**src/rtl/sync_event_queue_pkg.sv**
```systemverilog
// Shared widths and helpers for the synchronized-event interval queue.
// Imported by the storage sub-module and by the top level.
package sync_event_queue_pkg;

    localparam int EVQ_ADDR_W     = 2;
    localparam int EVQ_INTERVAL_W = 16;

    // Increment that sticks at the all-ones value of a width-bit field.
    function automatic logic [31:0] sat_inc(input logic [31:0] value, input int width);
        logic [31:0] max_val;
        max_val = (width >= 32) ? '1 : ((32'd1 << width) - 32'd1);
        return (value >= max_val) ? max_val : value + 32'd1;
    endfunction

endpackage

```
**src/rtl/sync_event_fifo.sv**
```systemverilog
// First-word-fall-through register-array queue with occupancy count.
// The caller decides legality of push/pop; this block just applies them.
module sync_event_fifo
    import sync_event_queue_pkg::*;
#(
    parameter int ADDR_W = EVQ_ADDR_W,
    parameter int DATA_W = EVQ_INTERVAL_W
) (
    input  logic              clk,
    input  logic              reset_n,
    input  logic              push,
    input  logic              pop,
    input  logic [DATA_W-1:0] wdata,
    output logic [DATA_W-1:0] rdata,
    output logic              full,
    output logic              empty,
    output logic [ADDR_W:0]   count
);

    localparam int DEPTH = 2 ** ADDR_W;
    localparam logic [ADDR_W-1:0] PTR_ONE = ADDR_W'(1);
    localparam logic [ADDR_W:0]   CNT_ONE = (ADDR_W + 1)'(1);

    logic [DATA_W-1:0] mem [DEPTH];
    logic [ADDR_W-1:0] wptr;
    logic [ADDR_W-1:0] rptr;

    // NOTE: the array is reset so the head reads 0 after reset; at this depth
    // a reset on storage costs little and removes X from the output.
    always_ff @(posedge clk or negedge reset_n) begin
        if (!reset_n) begin
            wptr  <= '0;
            rptr  <= '0;
            count <= '0;
            for (int i = 0; i < DEPTH; i++) begin
                mem[i] <= '0;
            end
        end else begin
            if (push) begin
                mem[wptr] <= wdata;
                wptr      <= wptr + PTR_ONE;
            end
            if (pop) begin
                rptr <= rptr + PTR_ONE;
            end
            case ({push, pop})
                2'b10:   count <= count + CNT_ONE;
                2'b01:   count <= count - CNT_ONE;
                default: count <= count;
            endcase
        end
    end

    assign rdata = mem[rptr];
    assign full  = (count == (ADDR_W + 1)'(DEPTH));
    assign empty = (count == '0);

endmodule

```
**src/rtl/sync_event_queue.sv**
```systemverilog
// Timestamps synchronized event pulses with the cycle interval since the
// previous pulse and queues them for a valid/ready consumer.
module sync_event_queue
    import sync_event_queue_pkg::*;
#(
    parameter int ADDR_W     = EVQ_ADDR_W,
    parameter int INTERVAL_W = EVQ_INTERVAL_W
) (
    input  logic                  clk,
    input  logic                  reset_n,
    input  logic                  sync_pulse,
    input  logic                  event_ready,
    input  logic                  clear_overflow,
    output logic                  event_valid,
    output logic [INTERVAL_W-1:0] event_interval,
    output logic [ADDR_W:0]       pending,
    output logic                  overflow
);

    logic [INTERVAL_W-1:0] icnt;
    logic [INTERVAL_W-1:0] candidate;
    logic                  full;
    logic                  empty;
    logic                  do_push;
    logic                  do_pop;
    logic                  drop;

    assign candidate = INTERVAL_W'(sat_inc(32'(icnt), INTERVAL_W));

    // A pop in the same cycle frees the slot, so a full queue still accepts.
    assign do_pop      = !empty && event_ready;
    assign do_push     = sync_pulse && (!full || do_pop);
    assign drop        = sync_pulse && full && !do_pop;
    assign event_valid = !empty;

    // NOTE: registered state uses non-blocking assignments so every flop
    // samples pre-edge values regardless of statement order.
    always_ff @(posedge clk or negedge reset_n) begin
        if (!reset_n) begin
            icnt <= '0;
        end else if (sync_pulse) begin
            icnt <= '0;
        end else begin
            icnt <= candidate;
        end
    end

    // A drop wins over a simultaneous clear so the loss is never hidden.
    always_ff @(posedge clk or negedge reset_n) begin
        if (!reset_n) begin
            overflow <= 1'b0;
        end else if (drop) begin
            overflow <= 1'b1;
        end else if (clear_overflow) begin
            overflow <= 1'b0;
        end
    end

    sync_event_fifo #(
        .ADDR_W (ADDR_W),
        .DATA_W (INTERVAL_W)
    ) u_fifo (
        .clk     (clk),
        .reset_n (reset_n),
        .push    (do_push),
        .pop     (do_pop),
        .wdata   (candidate),
        .rdata   (event_interval),
        .full    (full),
        .empty   (empty),
        .count   (pending)
    );

endmodule
```
**config.mk**
```make
export PLATFORM = sky130hd
export DESIGN_NAME = sync_event_queue
export DESIGN_NICKNAME = d
export VERILOG_FILES = /design/src/rtl/sync_event_queue_pkg.sv /design/src/rtl/sync_event_fifo.sv /design/src/rtl/sync_event_queue.sv
export SDC_FILE = /design/constraint.sdc
export NUM_CORES = 1
export LEC_CHECK = 0
export ABC_AREA = 1
export ABC_CLOCK_PERIOD_IN_PS = 3050
export CORE_MARGIN = 4
export CORE_UTILIZATION = 28
export CTS_CLUSTER_DIAMETER = 60
export DETAILED_ROUTE_END_ITERATION = 6
export PLACE_DENSITY_LB_ADDON = 0.3
export SYNTH_ARGS = -nofsm -noshare
export SYNTH_HDL_FRONTEND = slang
export SYNTH_SLANG_ARGS = --single-unit
```
**constraint.sdc**
```tcl
create_clock -name clk -period 3.05 [get_ports clk]
set_clock_uncertainty 0.1 [all_clocks]
set_input_delay 0.4575 -clock clk [delete_from_list [all_inputs] [get_ports clk]]
set_output_delay 0.4575 -clock clk [all_outputs]
set_load 0.01 [all_outputs]
```
==> reports/qor.yml <==
status:
  run_status: "complete, no violations"
critical_path:
  r2r_setup_slack_ns: 0.98
  worst_setup_path_start_kind: "flop"
  cp.arrival_ns: 2.23
  critPathKind: "flop to output pin"
  worstSetupEndpointType: "output pin"
  cp_max_fo: 17
  rr_worst_depth: 9
  reg2reg_from: "u_fifo.count[0]$_DFFE_PN0P_"
  slowest_stage: "clkdlybuf4s50_1"
  cp.required_ns: 2.49
  critPathTopFamily: "buffers and inverters"
  cp_cell_sequence: "inv_1 -> o21ai_0 -> o22ai_1 -> clkdlybuf4s50_1"
  r2r_end: "u_fifo.count[2]$_DFFE_PN0P_"
  max_stage_delay_ns: 0.58
  cp_num_buf_inv: 2
die:
  coreArea_mm2: 0.01526
  rows: 45
  fp.dieH_um: 133.1
  initial_core_util_pct: 28.72
  die_area_mm2: 0.01771
  die_width_um: 133.1
  io_pins: 26
drt:
  first_iter_violations: 221
  drt-total-wl_mm: 11.61
  first_pass_iters: 5
  wl_per_cell_um: 14.88
  detail-route-antenna-nets: 0
  avgViaCountPerCell: 4.600
  vias: 3588
  drc_errors: 0
clocking:
  cts_hold_buffers: 0
  numCtsBuffers: 9
  cts_resized: 0
  cts_sinks: 88
  clockBufferDepth: 2
  clk_latency_ns: 0.33
  post-cts-setup-buffers: 0
  htree_levels: 3
  clk_pin_slew_worst_paths_ns: 0.07
  root_buffer: "clkbuf_16"
  cts_tree: "done"
yosys:
  synth_warnings: 0
  synth_top_area_cell: "dfrtp_1"
  synthTopCellsByArea: "dfrtp_1 50%, nand2_1 18%, o21ai_0 5.3%"
  synth-edff-count: 0
  synth_nets: 553
  syn_inst: 541
  syn_area_mm2: 0.004382
  ys_seq_area_share_pct: 50.26
  ys.flop_type: "dfrtp_1"
  synth_commonest_cells: "208 x nand2_1, 88 x dfrtp_1, 48 x nor2_1"
  synth_top_area_share_pct: 50.26
  syn_area_per_cell_um2: 8.099
  yosysMostFrequentCell: "nand2_1"
  yosys_register_bits: 88
  synth_cell_types: 25
  async_flop_share_pct: 100.0
layout:
  nNetsFinal: 576
  synthToLayoutAreaGrowth_pct: 15.88
  drive_gt1_share_pct: 7.557
  diodes: 0
  final_area_mm2: 0.005077
  fillers: 1596
placement:
  finalWeightedCongestion: 0.8643
  dpl_cell_area_mm2: 0.004791
  io_buffers: 25
  hpwlAfterDp_mm: 7.268
grt:
  grtUsageTotal_pct: 13.63
  antenna_found_initial: 0
  grt_start_max_net_pins: 45
  overflow: 0
  grt_pass1_wl_mm: 18.93
  grt_pass1_vias: 3594
sta:
  max_slew_margin_pct: 53.82
  drv_slew: 0
  hold_viol_final: 0
  fin_crit_sh_pct: 91.34
  rsz0062_at_grt: "no"
  setup_viol: 0
  tns_ns: 0
  fin_crit_ns: 2.786
  worst_pin_slew_ns: 0.6919
  fmax_mhz: 358.9
pwr:
  leakagePower_uw: 0.002635
  ir_worst_vdd_v: 0.0002855
  power_density_mw_per_mm2: 827.1
flow_run:
  drv_cap: 0
hold_path:
  min_path_type: "primary input to asynchronous set/reset pin"
[sequential cells by signal, indices dropped and copies added, names as in the netlist]
| register | flops |
|---|---|
| icnt | 16 |
| overflow | 1 |
| u_fifo.count | 3 |
| u_fifo.mem | 64 |
| u_fifo.rptr | 2 |
| u_fifo.wptr | 2 |
[where the power goes]
part	internal (uW)	switching, uW	total [uW]
logic	677	1000	1680
registers	1350	110	1460
clock network	619	446	1070
[area by class of cell]
| cell class | count | area [um^2] | area share [%] |
|---|---|---|---|
| Sequential cell | 88 | 2202 | 43.37 |
| Multi-Input combinational cell | 388 | 1844 | 36.32 |
| Timing Repair Buffer | 35 | 322.8 | 6.358 |
| Clock buffer | 14 | 274.0 | 5.397 |
| Tap cell | 211 | 264.0 | 5.200 |
| Inverter | 42 | 157.7 | 3.105 |
| Clock inverter | 2 | 12.51 | 0.2464 |
[worst max path at each step]
| stage | depth (start not counted) | slack, ns | end | start |
|---|---|---|---|---|
| 6_report | 4 | 0.26 | event_interval[7] | u_fifo.rptr[1]$_DFFE_PN0P_ |
| 5_1_grt | 4 | 0.12 | event_interval[13] | u_fifo.rptr[1]$_DFFE_PN0P_ |
| 4_1_cts | 4 | 0.30 | event_interval[15] | u_fifo.rptr[1]$_DFFE_PN0P_ |
| 3_5_place_dp | 9 | 0.54 | u_fifo.count[2]$_DFFE_PN0P_ | event_ready |
| 3_3_place_gp | 9 | 0.57 | u_fifo.count[2]$_DFFE_PN0P_ | event_ready |
| 2_1_floorplan | 9 | 1.11 | u_fifo.count[2]$_DFFE_PN0P_ | u_fifo.count[0]$_DFFE_PN0P_ |
[metrics by stage]
step	hold slack [ns]	std cells	setup WS [ns]	util, %	total power, uW
floorplan	0.06191	541	1.106	-	2439
global placement	0.3573	764	0.5660	31.40	3144
detailed placement	0.3609	764	0.5398	31.40	3160
CTS	0.04357	780	0.3046	33.28	4246
global route	0.05607	780	0.1152	33.28	4494
finish	0.03373	780	0.2641	33.28	4199
[worst reg2reg max path: stages, from the launching register on]
cell and delay (ns):
dfrtp_1 0.43, nor2_2 0.17, nand3_1 0.12, nand2_2 0.11, ha_1 0.15, inv_1 0.07
fa_1 0.39, a21oi_1 0.15, o21ai_0 0.11, xor2_1 0.15
[metal layers]
layer | GRT usage, % | wire (um) | vias up
li1 | - | - | 1740
met1 | 17.95 | 5252 | 1736
met2 | 21.78 | 5486 | 100
met3 | 4.192 | 686 | 12
met4 | 3.886 | 181 | 0
met5 | 0 | 0 | -
[cell usage in the layout (no fill, tap or decap)]
cell type          n
clkdlybuf4s50_1   24
ha_1               6
xor2_1            10
xnor2_1            2
a21oi_1            9
buf_4             11
clkbuf_8           3
nor3_4             1
o21ai_1            1
nand2_2            2
nand3_1           16
clkbuf_16          9
fa_1               1
nor2_2             4
o21bai_1           5
nand4_1            2
nor2_1            48
nand2_1          208
o21ai_0           46
clkinv_2           1
clkinvlp_4         1
o22ai_1           17
dfrtp_1           88
nor2_4             2
clkbuf_1           2
inv_1             41
nand2_4            8
inv_2              1
[kinds of logic (layout without fill, tap and decap cells)]
logic type,after synthesis,count (layout),synth area share [%]
buf+inv,65,93,7.653
xor+xnor,12,12,2.399
compound gates,78,78,9.680
flops,88,88,50.26
simple gates,291,291,27.84
fa+ha+maj,7,7,2.170
Power figures use the tool's default switching activity.
